$ cat src/rtl/mul_issue_ctrl.sv
// mul_issue_ctrl: operand queue plus issue FSM driving a multi-cycle Booth multiplier.
// Define MUL_TIMEOUT_EN to add a per-multiply watchdog that aborts with out_err.
module mul_issue_ctrl #(
  parameter int FIFO_DEPTH     = 4,
  parameter int TIMEOUT_CYCLES = 24
) (
  input  logic        clk,
  input  logic        rst_n,
  input  logic        in_valid,
  output logic        in_ready,
  input  logic [15:0] in_x,
  input  logic [15:0] in_y,
  input  logic [3:0]  in_tag,
  output logic        mul_start,
  output logic [15:0] mul_x,
  output logic [15:0] mul_y,
  input  logic        mul_busy,
  input  logic [31:0] mul_z,
  output logic        out_valid,
  input  logic        out_ready,
  output logic [31:0] out_z,
  output logic [3:0]  out_tag,
  output logic        out_err,
  output logic [4:0]  q_count
);
  localparam int PW = $clog2(FIFO_DEPTH);
  typedef enum logic [2:0] {IDLE, ISSUE, WAIT_BUSY, WAIT_DONE, HOLD} state_e;
  state_e state_q, state_d;
  logic [15:0] x_mem [FIFO_DEPTH];
  logic [15:0] y_mem [FIFO_DEPTH];
  logic [3:0]  t_mem [FIFO_DEPTH];
  logic [PW-1:0] wr_ptr_q, wr_ptr_d, rd_ptr_q, rd_ptr_d;
  logic [4:0]  count_q, count_d;
  logic [15:0] mul_x_q, mul_x_d, mul_y_q, mul_y_d;
  logic [3:0]  tag_q, tag_d, out_tag_q, out_tag_d;
  logic [31:0] out_z_q, out_z_d;
  logic push, pop, empty, issue_go, capture, abort;
  assign empty     = count_q == 5'd0;
  assign in_ready  = count_q < 5'(FIFO_DEPTH);
  assign push      = in_valid && in_ready;
  assign pop       = state_q == ISSUE && !empty;
  assign issue_go  = state_q == IDLE && !empty && !mul_busy;
  assign capture   = state_q == WAIT_DONE && !mul_busy;
  assign mul_start = state_q == ISSUE;
  assign out_valid = state_q == HOLD;
  assign mul_x     = mul_x_q;
  assign mul_y     = mul_y_q;
  assign out_z     = out_z_q;
  assign out_tag   = out_tag_q;
  assign q_count   = count_q;
`ifdef MUL_TIMEOUT_EN
  localparam int TW = $clog2(TIMEOUT_CYCLES + 1);
  logic [TW-1:0] cnt_q, cnt_d;
  logic err_q, err_d, waiting;
  assign waiting = state_q == WAIT_BUSY || state_q == WAIT_DONE;
  // a product landing on the final watchdog cycle still wins over the abort
  assign abort   = waiting && !capture && cnt_q == TW'(TIMEOUT_CYCLES - 1);
  assign cnt_d   = waiting && !abort ? cnt_q + 1'b1 : '0;
  assign err_d   = abort ? 1'b1 : (state_q == HOLD && out_ready) ? 1'b0 : err_q;
  assign out_err = err_q;
  always_ff @(posedge clk or negedge rst_n)
    if (!rst_n) begin
      cnt_q <= '0;
      err_q <= 1'b0;
    end else begin
      cnt_q <= cnt_d;
      err_q <= err_d;
    end
`else
  assign abort   = 1'b0;
  assign out_err = 1'b0;
`endif
  always_comb begin
    state_d = state_q;
    case (state_q)
      IDLE:      state_d = issue_go ? ISSUE : IDLE;
      ISSUE:     state_d = WAIT_BUSY;
      WAIT_BUSY: state_d = abort ? HOLD : mul_busy ? WAIT_DONE : WAIT_BUSY;
      WAIT_DONE: state_d = (capture || abort) ? HOLD : WAIT_DONE;
      HOLD:      state_d = out_ready ? IDLE : HOLD;
      default:   state_d = IDLE;
    endcase
  end
  always_comb begin
    wr_ptr_d  = push ? wr_ptr_q + 1'b1 : wr_ptr_q;
    rd_ptr_d  = pop ? rd_ptr_q + 1'b1 : rd_ptr_q;
    count_d   = count_q + 5'(push) - 5'(pop);
    mul_x_d   = issue_go ? x_mem[rd_ptr_q] : mul_x_q;
    mul_y_d   = issue_go ? y_mem[rd_ptr_q] : mul_y_q;
    tag_d     = issue_go ? t_mem[rd_ptr_q] : tag_q;
    out_z_d   = capture ? mul_z : abort ? 32'd0 : out_z_q;
    out_tag_d = (capture || abort) ? tag_q : out_tag_q;
  end
  // queue storage needs no reset; only pointers and count define its contents
  always_ff @(posedge clk)
    if (push) begin
      x_mem[wr_ptr_q] <= in_x;
      y_mem[wr_ptr_q] <= in_y;
      t_mem[wr_ptr_q] <= in_tag;
    end
  always_ff @(posedge clk or negedge rst_n)
    if (!rst_n) begin
      state_q   <= IDLE;
      wr_ptr_q  <= '0;
      rd_ptr_q  <= '0;
      count_q   <= '0;
      mul_x_q   <= '0;
      mul_y_q   <= '0;
      tag_q     <= '0;
      out_z_q   <= '0;
      out_tag_q <= '0;
    end else begin
      state_q   <= state_d;
      wr_ptr_q  <= wr_ptr_d;
      rd_ptr_q  <= rd_ptr_d;
      count_q   <= count_d;
      mul_x_q   <= mul_x_d;
      mul_y_q   <= mul_y_d;
      tag_q     <= tag_d;
      out_z_q   <= out_z_d;
      out_tag_q <= out_tag_d;
    end
endmodule

$ cat config.mk
export PLATFORM = sky130hd
export DESIGN_NAME = mul_issue_ctrl
export DESIGN_NICKNAME = d
export VERILOG_FILES = /design/src/rtl/mul_issue_ctrl.sv
export SDC_FILE = /design/constraint.sdc
export NUM_CORES = 1
export LEC_CHECK = 0
export CELL_PAD_IN_SITES_DETAIL_PLACEMENT = 1
export CELL_PAD_IN_SITES_GLOBAL_PLACEMENT = 2
export CORE_ASPECT_RATIO = 0.9
export CORE_MARGIN = 2
export CORE_UTILIZATION = 30
export DETAILED_ROUTE_END_ITERATION = 6
export PLACE_DENSITY_LB_ADDON = 0.1
export REMOVE_ABC_BUFFERS = 1
export SETUP_SLACK_MARGIN = 0.2
export SYNTH_ARGS = -nofsm -noshare
export SYNTH_HDL_FRONTEND = slang
export SYNTH_SLANG_ARGS = --single-unit
export TNS_END_PERCENT = 30
$ cat constraint.sdc
create_clock -name clk -period 3.1 [get_ports clk]
set_clock_uncertainty 0.2 [all_clocks]
set_input_delay 0.465 -clock clk [delete_from_list [all_inputs] [get_ports clk]]
set_output_delay 0.465 -clock clk [all_outputs]
set_load 0.05 [all_outputs]
; ---- Word-level counts from Yosys, hierarchy flattened
; Memories as Yosys holds them, arrays and structs flattened. A register that Yosys moved wholly into a read port is not among the register bits.
; Cells that the tools add are included.
; Widths: inputs -> output; s select.
[classes]
eq_ne = 4
muxes = 7
reduce_logical = 12
shift = 0
n_div = 0
n_lt_le_gt_ge = 1
addsub = 4
n_mul = 0
n_bitwise = 0
[op_table]
columns = op, n
row1 = $pmux 3 s5, 1
row2 = $eq 3x2->1 const B, 2
row3 = $mux 3, 2
row4 = $add 5x1->5, 1
row5 = $logic_and 1x1->1, 5
row6 = $logic_not 1->1, 5
row7 = $logic_not 5->1, 1
row8 = $lt 5x3->1 const B, 1
row9 = $sub 5x1->5, 1
row10 = $add 2x1->2 const B, 2
row11 = $mux 1, 4
row12 = $eq 3x1->1 const B, 1
row13 = $eq 3x3->1 const B, 1
row14 = $logic_not 3->1, 1
[totals]
memories = 3
ram_bits = 144
register_bits = 48
inputBits = 73
word_cells = 37
mem_bits_ro = 0
latchBits = 0
output_inout_bits = 77
[memory_table]
columns = name, depth, word_bits, read_ports, rd_ports_with_merged_regs, write_ports, line
row1 = x_mem, 4, 16, 1, 1, 1, 29  ; logic [15:0] x_mem [FIFO_DEPTH];
row2 = y_mem, 4, 16, 1, 1, 1, 30  ; logic [15:0] y_mem [FIFO_DEPTH];
row3 = t_mem, 4, 4, 1, 1, 1, 31  ; logic [3:0] t_mem [FIFO_DEPTH];

; ---- Longest topological paths before layout
[depth]
ltp_word = 6
depth_mapped = 14
ltp_nobuf = 14

; ---- Worst setup path after synthesis
; Ideal clock, no wire load.
[synth_path]
path_type = register -> register
startpoint = register count_q[3] (netlist: q_count[3])
endpoint = register count_q[4] (netlist: q_count[4])
period_less_slack_ns = 3.582
path_stages_with_launch = 15
slack_ns = -0.482
setup_ns = 0.080
required_time_ns = 2.820
path_buffers = 0
t_arrival_ns = 3.302
cell_sequence = dfrtp_1 inv_1 ha_1 nor2b_1 and2_1 inv_1 ha_1 inv_1 ha_1 inv_1 fa_1 inv_1 a21oi_1 o21bai_1 xnor2_1
[synth_via]
elab_chain_cells = 4
elab_cells_between_ends = 7
cone_classes = add/sub: 2 / order compare: 1 / reduce/logical: 4
[synth_lines]
columns = item, line
row1 = "start, declared", 33  ; logic [4:0] count_q, count_d;
row2 = "start signal, assigned", 116  ; count_q <= count_d;
row3 = $lt 5x3->1, 39  ; assign in_ready = count_q < 5'(FIFO_DEPTH);
row4 = net in_ready, 10  ; output logic in_ready,
row5 = $logic_and 1x1->1, 40  ; assign push = in_valid && in_ready;
row6 = $add 5x1->5, 87  ; count_d = count_q + 5'(push) - 5'(pop);
row7 = $sub 5x1->5, 87
row8 = net count_d[4], 33
; The timed path passes the listed nets, and every way through them passes these cells.
; A chain may end at the register's enable or synchronous reset.

; ---- Worst setup path after layout
[layout_path]
startpoint = register state_q[1]
endpoint = output out_valid
[layout_via]
elab_chain_cells = 1
[layout_lines]
columns = item, line
row1 = "start, declared", 28  ; state_e state_q, state_d;
row2 = "start signal, assigned", 113  ; state_q <= state_d;
row3 = $eq 3x3->1, 45  ; assign out_valid = state_q == HOLD;
row4 = "end, declared", 19  ; output logic out_valid,
; No other way between the ends.

==> results.cfg <==
[cts]
h-tree-depth = 1
clock_latency_ps = 510
clkSlewWorstSetupHoldPaths_ps = 60
clock_path_buffers = 3
cts_tree = done
cts_buffers = 25
cts_root_buffer = clkbuf_16
clock-sinks = 228

[power_and_ir_drop]
power_leakage_nw = 4.34
cellPowerDensity_nw_per_um2 = 1090
ir_drop_uv = 522

[route]
wl_um = 19100
via_per_inst = 4.46
drtIter0Drc = 134
wire_per_inst_um = 19.7
first_pass_iters = 4
vias = 4332
drtAntennaViolNets = 0
drc = 0

[timing]
fin_crit_ps = 2910
setup_ws_ps = 194
slew_viol_final = 0
final_hold_viol_count = 0
fmax_ghz = 0.344
grt_setup_unrepaired = yes
setup_tns_ps = 0
setup_violations = 0
worst_pin_slew_ps = 850
relSlewSlack_pct = 43.3
fin_crit_sh_pct = 93.8

[yosys]
yosys.area.top_type_share_pct = 49.5
yosysWarningCount = 0
synth_top_cell_by_area = edfxtp_1
synthMuxAreaShare_pct = 19.8
synthTopCellsByCount = edfxtp_1 (144), dfrtp_1 (84), mux2_2 (41), mux4_2 (36), mux2_4 (29)
synth_simple_gate_area_share_pct = 1.66
synth_compound_area_share_pct = 0.429
synth_area_leaders = edfxtp_1 (49%), dfrtp_1 (24%), mux4_2 (9.3%)
synth_seq_cells = 228
seq_area_frac_synth_pct = 73.5
ys_types = 33
synth_edf_count = 144
synth_top_family_by_area = multiplexers
yosys.area_share.xor_xnor_pct = 0.601
synthAdderAreaFrac_pct = 1.80
synth-main-ff-cell = edfxtp_1
syn_area_sq_um = 8740
synth_area_per_cell_sq_um = 21.3
syn_inst = 410
synthArstFlopShare_pct = 36.8
synth_most_common_cell = edfxtp_1

[place]
place_ws_ps = 55.0
portBuffers = 148
place_congestion = 0.717
place_hpwl_um = 11800

[global_route]
grt_use_total_pct = 12.8
grt_antenna_before_repair = 3
grt_pass1_wl_um = 29600
grt_pass1_vias = 4903
grt_max_degree = 57
overflow = 0

[worst_setup_path]
cpPeakStageDelay_ps = 820
critical_path_class = reg -> out
critical_path.max_fanout = 4
critPathRequiredTime_ps = 2430
cp.arrival_ps = 2240
crit_path_end_kind = output pin
crit_chain = nor2_1, and2_1, clkdlybuf4s50_1
reg2regPathDepth = 13
startpoint_type = register
cp.depth = 3
crit_path_top_delay_cell = clkdlybuf4s50_1
rrSetupSlack_ps = 300
timing.rr.start = q_count[3]$_DFF_PN0_
critPathBufInv = 1
cp_top_family = buffers and inverters
crit_start = state_q[1]$_DFF_PN0_

[floorplanning]
io_pins = 150
initial_core_util_pct = 30.4
num_rows = 59
dieHeight_um = 166
die_x_um = 184
core_area_sq_um = 28800
dieArea_sq_um = 30500

[finish]
area.growth.synth_to_final_pct = 33.2
fin_nets = 672
drive_above_1_share_pct = 29.4
n_fill_cell = 2761

[run_status]
status = finished clean

[worst_hold_path]
hold_class = reg -> reg
min_from = out_z[13]$_DFFE_PN0P_
whs_path_depth = 1

[flow_run]
cap_violations = 0
-- logic make-up (layout without fill, tap and decap cells) --
group / after synthesis / after routing
compound gates: 6 / 6
xor+xnor: 6 / 6
fa+ha+maj: 12 / 12
buf+inv: 28 / 223
flops: 228 / 228
mux: 108 / 108
other cells: 1 / 2
simple gates: 21 / 21
-- cell type report --
type                    count  area [sq um]  share of cell area, %
inverters                  13          48.8                  0.419
well taps                 366           458                   3.93
diodes                      1          2.50                 0.0215
flip-flops and latches    228          6430                   55.2
multi-input cells         154          2150                   18.5
clock buffers              31           678                   5.83
clock inverters            14           174                   1.49
repair buffers            165          1700                   14.6
-- metrics by stage --
step	hold slack, ps	utilization, %	cell area, sq um	instances	total power, W
6_report	294	40.4	11600	972	0.0126
5_1_grt	317	40.4	11600	971	0.0133
3_5_place_dp	290	37.2	10700	919	0.00969
4_1_cts	303	40.2	11600	966	0.0128
3_3_place_gp	276	37.2	10700	919	0.00960
2_1_floorplan	-30.6	-	8600	395	0.00789
-- where the power goes --
group	switching [W]	total, W	internal [W]	leakage [nW]
sequential	0.000578	0.00451	0.00393	2.29
combinational	0.00282	0.00507	0.00226	1.62
clock	0.00118	0.00306	0.00188	0.421
-- per-layer routing --
layer / share of wire (%) / global-route usage (%) / vias up / wire length [um]
met5: 0.063 / 0 / - / 12
met4: 2.8 / 3.58 / 2 / 526
met3: 3.9 / 2.52 / 32 / 739
met2: 50 / 21.9 / 98 / 9530
met1: 43 / 16.6 / 2260 / 8310
li1: - / - / 1940 / -
-- cells in the final DEF, fill, tap and decap left out, types with 4 or more instances in the layout --
| cell type | n |
|---|---|
| edfxtp_1 | 144 |
| clkdlybuf4s50_1 | 145 |
| clkinv_2 | 6 |
| mux4_2 | 36 |
| nand2_1 | 4 |
| mux2_2 | 41 |
| mux2_4 | 29 |
| and3_2 | 4 |
| buf_12 | 7 |
| ha_1 | 9 |
| dfrtp_1 | 82 |
| buf_4 | 10 |
| xnor2_1 | 4 |
| inv_1 | 11 |
| clkbuf_16 | 25 |
| bufinv_16 | 4 |
-- timing repair --
| action | in CTS | in global routing |
|---|---|---|
| setup endpoints to repair | 3 | 3 |
| hold buffers | 1 | 0 |
| resized for setup | 3 | 5 |
| pin swaps | 0 | 3 |
| setup buffers | 1 | 5 |
| cloned | 0 | 0 |
| endpoints found under the hold margin | 55 | 0 |
-- worst paths after layout --
path | to
min | out_z[13]$_DFFE_PN0P_
min reg2reg | out_z[13]$_DFFE_PN0P_
max | out_valid
max reg2reg | q_count[4]$_DFF_PN0_
min in group asynchronous | out_z[8]$_DFFE_PN0P_
max in group asynchronous | rd_ptr_q[0]$_DFFE_PN0P_
-- flip-flops by register name (all words and copies together) (netlist names), 4 cells and up --
name     flops
q_count      5
tag_q        4
x_mem       64
mul_y       16
t_mem       16
out_tag      4
y_mem       64
out_z       32
mul_x       16
Note: power is estimated with default switching activity, not from simulation.
